<file path="src/rtl/dcache_responder.sv">
// Direct-mapped write-back data cache (8 sets x 16-byte lines) answering pipeline
// memory requests, with 128-bit line fills and writebacks to physical memory.
module dcache_responder (
    input  logic         clk,
    input  logic         rst_n,
    input  logic         mem_req,
    input  logic         mem_write,
    input  logic [15:0]  mem_address,
    input  logic [15:0]  mem_wdata,
    input  logic [1:0]   mem_byte_enable,
    output logic [15:0]  mem_rdata,
    output logic         mem_resp,
    output logic         pmem_read,
    output logic         pmem_write,
    output logic [15:0]  pmem_address,
    output logic [127:0] pmem_wdata,
    input  logic [127:0] pmem_rdata,
    input  logic         pmem_resp
);

    typedef enum logic [1:0] {IDLE, WRITEBACK, FILL} state_t;

    state_t         state_reg, state_next;
    logic [8:0]     miss_tag_reg;
    logic [2:0]     miss_index_reg;

    logic [8:0]     req_tag;
    logic [2:0]     req_index;
    logic [2:0]     req_word;
    logic           addr_lsb_unused;

    logic [7:0]     valid_vec;
    logic [7:0]     dirty_vec;
    logic [8:0]     tag_arr  [8];
    logic [127:0]   line_arr [8];

    logic [127:0]   sel_line;
    logic [127:0]   merged_line;
    logic [15:0]    sel_word;
    logic           hit;
    logic           in_idle;
    logic           write_hit;
    logic           miss;
    logic           fill_done;
    logic           wb_done;

    assign req_tag         = mem_address[15:7];
    assign req_index       = mem_address[6:4];
    assign req_word        = mem_address[3:1];
    assign addr_lsb_unused = mem_address[0];

    assign sel_line  = line_arr[req_index];
    assign sel_word  = sel_line[{req_word, 4'b0000} +: 16];
    assign hit       = mem_req & valid_vec[req_index] & (tag_arr[req_index] == req_tag);
    assign in_idle   = (state_reg == IDLE);
    assign write_hit = in_idle & hit & mem_write;
    assign miss      = in_idle & mem_req & ~hit;
    assign fill_done = (state_reg == FILL) & pmem_resp;
    assign wb_done   = (state_reg == WRITEBACK) & pmem_resp;

    always_comb begin
        merged_line = sel_line;
        if (mem_byte_enable[0])
            merged_line[{req_word, 4'b0000} +: 8] = mem_wdata[7:0];
        if (mem_byte_enable[1])
            merged_line[{req_word, 4'b1000} +: 8] = mem_wdata[15:8];
    end

    // Per-set storage; the miss index is latched so a withdrawn request still installs its line.
    genvar gi;
    generate
        for (gi = 0; gi < 8; gi++) begin : gen_set
            logic         valid_reg;
            logic         dirty_reg;
            logic [8:0]   tag_reg;
            logic [127:0] line_reg;
            logic         fill_sel;
            logic         wb_sel;
            logic         wr_sel;

            assign fill_sel = fill_done & (miss_index_reg == 3'(gi));
            assign wb_sel   = wb_done & (miss_index_reg == 3'(gi));
            assign wr_sel   = write_hit & (req_index == 3'(gi));

            always_ff @(posedge clk or negedge rst_n) begin
                if (!rst_n) begin
                    valid_reg <= 1'b0;
                    dirty_reg <= 1'b0;
                    tag_reg   <= 9'd0;
                    line_reg  <= 128'd0;
                end else if (fill_sel) begin
                    valid_reg <= 1'b1;
                    dirty_reg <= 1'b0;
                    tag_reg   <= miss_tag_reg;
                    line_reg  <= pmem_rdata;
                end else if (wb_sel) begin
                    dirty_reg <= 1'b0;
                end else if (wr_sel) begin
                    dirty_reg <= 1'b1;
                    line_reg  <= merged_line;
                end
            end

            assign valid_vec[gi] = valid_reg;
            assign dirty_vec[gi] = dirty_reg;
            assign tag_arr[gi]   = tag_reg;
            assign line_arr[gi]  = line_reg;
        end
    endgenerate

    always_ff @(posedge clk or negedge rst_n) begin
        if (!rst_n) begin
            state_reg      <= IDLE;
            miss_tag_reg   <= 9'd0;
            miss_index_reg <= 3'd0;
        end else begin
            state_reg <= state_next;
            if (miss) begin
                miss_tag_reg   <= req_tag;
                miss_index_reg <= req_index;
            end
        end
    end

    always_comb begin
        state_next   = state_reg;
        mem_resp     = 1'b0;
        mem_rdata    = 16'h0000;
        pmem_read    = 1'b0;
        pmem_write   = 1'b0;
        pmem_address = 16'h0000;
        pmem_wdata   = 128'd0;
        case (state_reg)
            IDLE: begin
                if (hit) begin
                    mem_resp = 1'b1;
                    if (!mem_write)
                        mem_rdata = sel_word;
                end else if (mem_req) begin
                    if (valid_vec[req_index] & dirty_vec[req_index])
                        state_next = WRITEBACK;
                    else
                        state_next = FILL;
                end
            end
            WRITEBACK: begin
                pmem_write   = 1'b1;
                pmem_address = {tag_arr[miss_index_reg], miss_index_reg, 4'b0000};
                pmem_wdata   = line_arr[miss_index_reg];
                if (pmem_resp)
                    state_next = FILL;
            end
            FILL: begin
                pmem_read    = 1'b1;
                pmem_address = {miss_tag_reg, miss_index_reg, 4'b0000};
                if (pmem_resp)
                    state_next = IDLE;
            end
            default: state_next = IDLE;
        endcase
    end

endmodule

</file>
<file path="config.mk">
export PLATFORM = sky130hd
export DESIGN_NAME = dcache_responder
export DESIGN_NICKNAME = d
export VERILOG_FILES = /design/src/rtl/dcache_responder.sv
export SDC_FILE = /design/constraint.sdc
export NUM_CORES = 2
export LEC_CHECK = 0
export CAP_MARGIN = 5
export CORE_MARGIN = 2
export CORE_UTILIZATION = 30
export DETAILED_ROUTE_END_ITERATION = 6
export SLEW_MARGIN = 20
export SYNTH_ARGS = -nofsm -noshare
export SYNTH_HDL_FRONTEND = slang
export SYNTH_SLANG_ARGS = --single-unit
</file>
<file path="constraint.sdc">
create_clock -name clk -period 13.1 [get_ports clk]
set_input_delay 3.93 -clock clk [delete_from_list [all_inputs] [get_ports clk]]
set_output_delay 3.93 -clock clk [all_outputs]
set_load 0.1 [all_outputs]
</file>
# == Yosys cells after proc, flatten, opt, wreduce, memory -nomap -nowiden ==
# Index checks and enable logic that the tools add are counted.
# word_totals
reg_bits,1126
output_inout_bits,163
in_bits,167
# classes
n_eq_ne,29
muxes,83
n_shift,5
n_bitwise,36
magnitude_cmp,3
n_addsub,2
n_reduce_logical,28
# ops
op,count
2-to-1 mux 128 bit,31
binary-select mux 128 bit (select 3 bit),2
bitwise mux 128 bit,2
variable shift 8 x 9 -> 128 bit (first input constant),2
indexed part select 8 x 9 -> 128 bit,2
indexed part select 128 x 8 -> 16 bit,1
binary-select mux 9 bit (select 3 bit),2
2-to-1 mux 16 bit,3
2-to-1 mux 9 bit,4
bitwise AND 1 bit,33
one-hot mux 16 bit (2 select lines),1
2-to-1 mux 1 bit,30
equality test 3 bit (second input constant),8
!= test 2 bit (second input constant),12
nonzero test 3 bit,8
negator 7 -> 9 bit,2
AND reduction 2 bit,8
nonzero test 2 bit,8
equality test 3 x 2 -> 1 bit (second input constant),4
2-to-1 mux 2 bit,5
equality test 9 bit,1
>= comparator 4 bit (second input constant),2
inverter 3 -> 4 bit,2
binary-select mux 1 bit (select 3 bit),2
other kinds (9),11

# == Longest topological paths before layout ==
# depth
depth_word,12
mapped_depth,15

# == Least setup slack after synthesis ==
# No wires, ideal clock.
# synth_timing
path_kind,input port to output port
from,in mem_address[5]
to,out mem_rdata[11]
n_path_buf,6
slack_ns,0.176
t_arrival_ns,8.994
path_stages,14
path_cell_list,buf_2 > buf_4 > buf_2 > buf_2 > mux2i_1 > nand3_1 > o211ai_1 > xor2_1 > and4_1 > and3_1 > nand2b_1 > clkbuf_1 > clkbuf_1 > a211oi_1
# synth_via
elab_chain_len,8
elab_cells_between_ends,16
cone_classes,eq/ne (1); shift (1); mux (11); bitwise (3)
# synth_rtl
element,line_no,rtl
start: declaration,8,"input logic [15:0] mem_address,"
inverter 3 -> 4 bit (implied by the code),"52, 54",
binary-select mux 128 bit (select 3 bit) / binary-select mux 9 bit (select 3 bit) (equally long branches),"52, 54",
2-to-1 mux 128 bit (implied by the code) / 2-to-1 mux 9 bit (equally long branches) (2 in series),"52, 54",
indexed part select 128 x 8 -> 16 bit / equality test 9 bit (equally long branches),"53, 54",
2-to-1 mux 16 bit / bitwise AND 1 bit (equally long branches),"137, 54",
2-to-1 mux 16 bit *,135,if (hit) begin
2-to-1 mux 16 bit *,133,case (state_reg)
end: declaration,11,"output logic [15:0] mem_rdata,"
# Mark *: on every way between the ends. The rest lies on a longest branch, timed or not. The select of a mux whose other input is x is not followed.

# == Final worst setup path ==
# layout_timing
from,in mem_address[5]
to,out mem_rdata[1]
# Same word-level chain as after synthesis.

==> metrics <==
run status=complete, no violations; post-CTS resize count=0; shortest period the worst path allows=11.81 ns; die area=232,600 µm²; IO Pins=330; Crit Path Class=in -> out; Hold WS=0.4640 ns; Simple-Gate Fraction of Synth Area=12.16%; number of global-route vias before repair=59,517; layout net count=5,753; Iteration-0 DRC Markers=8,307; Die Ht=482.3 µm; MaxCap Viol Count=0; RD Place Congestion=0.8639; Vias/cell=6.777; H-tree depth=3; worst min-delay path category=reg -> reg; First-pass DRT Iterations=6; share of the synthesized area in compound gates (AO/OA/AOI/OAI)=17.64%; worst slack at placement=1.397 ns; warnings from Yosys=0; share of layout cells above drive strength 1=20.12%; synth unique cells=53; Port Buf Inserts=324; Fillers=21,971; Post-synth top flop=dfrtp_1; Synth area leaders=dfrtp_1 41%, mux4_2 18%, a221o_1 15%; period utilization=90.18%; placed cell areas=74,460 µm²; average cell area after synthesis=12.09 µm²; largest family of logic cells by synthesized area=multiplexers; Slew @ Worst Pin=1.322 ns; Critical Path RT=9.17 ns; Core Area=227,500 µm²; # hold bufs at CTS=0; Skew-Pair Late Insertion Delay=0.80 ns; CTS tree=done; post-synthesis register bit count=1,126; startpoint types=input port; setup TNS=0 ns; Leak=31.77 nW; Async S/R FF share, synth=100.0%; area delta synth->final=14.58%; post-route cell area=78,640 µm²; WP buf/inv=3; final setup margin=1.287 ns; relative slew slack=11.84%; Final setup viols=0; Post-Syn Area=68,630 µm²; most numerous cell in the Yosys netlist=dfrtp_1; commonest cells in the netlist=1,126 x dfrtp_1, 1,019 x a221o_1, 556 x mux4_2; Synth top area share=41.06%; CP arrival=7.88 ns; pwr dens=235.1 nW/µm²; kind of end point of the critical path=output pin; xor/xnor share of the synthesized area=0.1021%; Worst VDD drop=0.0002101 V; RSZ-0062 raised after global routing=false; largest net degree at the start of global routing=177; Synth Instances=5,678; max reg flops=1,024; Clock Skew=0.02773 ns; initial antenna violation count=63; DPL Wire Length=171.0 mm; cell breakdown of the critical path=buf_8 > inv_1 > o32ai_1 > a221oi_1 > xor2_1 > nor4_1 > and3_1 > nand2b_1 > nor2_1 > buf_4; adder-cell area share of the yosys netlist=0.1641%; WL/cell=36.21 µm; post-route ant nets=0; Starting Density=30.17%; Num CTS Buffers=121; Routed Wire Length=315.8 mm; Root Buffer=clkbuf_16; Global Route Usage Sum=26.40%; worst-path maximum fanout=66; die width=482.3 µm; FMAX=84.65 MHz; global route total overflow=0; Final Slew Violations=0; Post-synth EDFFs=0; Seq/Total Area, Yosys=41.06%; DR vias=59,107; Clk pin slew, worst setup/hold paths=0.06 ns; CP peak stage delay=0.67 ns; clock sink total=1,126; FP Rows=175; Slowest-stage cell, CP=nor4_1; first-pass GRT wire length=447.6 mm; drt drc=0; Final Hold Fails=0; mux share of post-synthesis cell area=24.74%; postcts setup bufs=0; clk buf depth=3; delay-heaviest family, CP=simple AND/OR/NAND/NOR gates; post-synth top area cell=dfrtp_1
## placed cells by master (no fill, tap or decap), drive strengths merged, types with 147 or more instances in the layout
master and instances:
nand2 228, clkbuf 177, mux2i 243, a221o 1019
nor3 531, mux4 556, dfrtp 1126, and2 384
clkdlybuf4s50 300, mux2 180, buf 147
## area by class of cell
cell class,instances,area [µm²],share of cell area [%]
well taps,3009,3765,4.788
multi-input cells,3863,37900,48.19
inverters,17,63.81,0.08115
clock inverters,47,496.7,0.6317
clock buffers,176,3587,4.562
flip-flops and latches,1126,28190,35.85
repair buffers,448,4549,5.785
diodes,36,90.09,0.1146
## path summary, 6_finish.rpt
| path | from | to | depth (start not counted) | slack, ns |
|---|---|---|---|---|
| max reg2reg | miss_index_reg[2]$_DFFE_PN0P_ | gen_set[7].line_reg[35]$_DFFE_PN0P_ | 7 | 7.40 |
| min | gen_set[6].valid_reg$_DFFE_PN0P_ | gen_set[6].valid_reg$_DFFE_PN0P_ | 1 | 0.46 |
| min reg2reg | gen_set[6].valid_reg$_DFFE_PN0P_ | gen_set[6].valid_reg$_DFFE_PN0P_ | 1 | 0.46 |
| max | mem_address[5] | mem_rdata[1] | 10 | 1.29 |
| max in group asynchronous | rst_n | gen_set[1].line_reg[20]$_DFFE_PN0P_ | 3 | 7.45 |
| min in group asynchronous | rst_n | gen_set[1].tag_reg[5]$_DFFE_PN0P_ | 1 | 3.22 |
## metrics by stage
step	cells	power (mW)	utilization, %
floorplan	5681	11.80	-
finish	8722	18.49	34.57
CTS	8686	18.32	34.52
global route	8704	19.18	34.55
detailed placement	8463	14.67	32.73
global placement	8463	14.42	32.73
## kinds of logic (layout without fill, tap and decap cells)
| family | Yosys count | count (layout) |
|---|---|---|
| xor+xnor | 8 | 8 |
| other cells | 1 | 40 |
| mux | 979 | 979 |
| flops | 1126 | 1126 |
| buf+inv | 692 | 688 |
| fa+ha+maj | 9 | 9 |
| compound gates | 1306 | 1306 |
| simple gates | 1557 | 1557 |
## routing by layer
| layer | share of wire [%] | track usage (%) | vias up |
|---|---|---|---|
| met5 | 0.089 | 0 | - |
| met4 | 7.2 | 17.08 | 36 |
| met3 | 13 | 9.143 | 1098 |
| met2 | 43 | 38.59 | 4594 |
| met1 | 36 | 33.12 | 30577 |
| li1 | - | - | 22802 |
## power breakdown
part / internal, mW / total [mW] / switching, mW
clock: 2.05 / 3.65 / 1.60
combinational: 4.07 / 8.37 / 4.30
sequential: 5.07 / 6.47 / 1.40
total: 11.2 / 18.5 / 7.30
(Power assumes the default switching activity.)
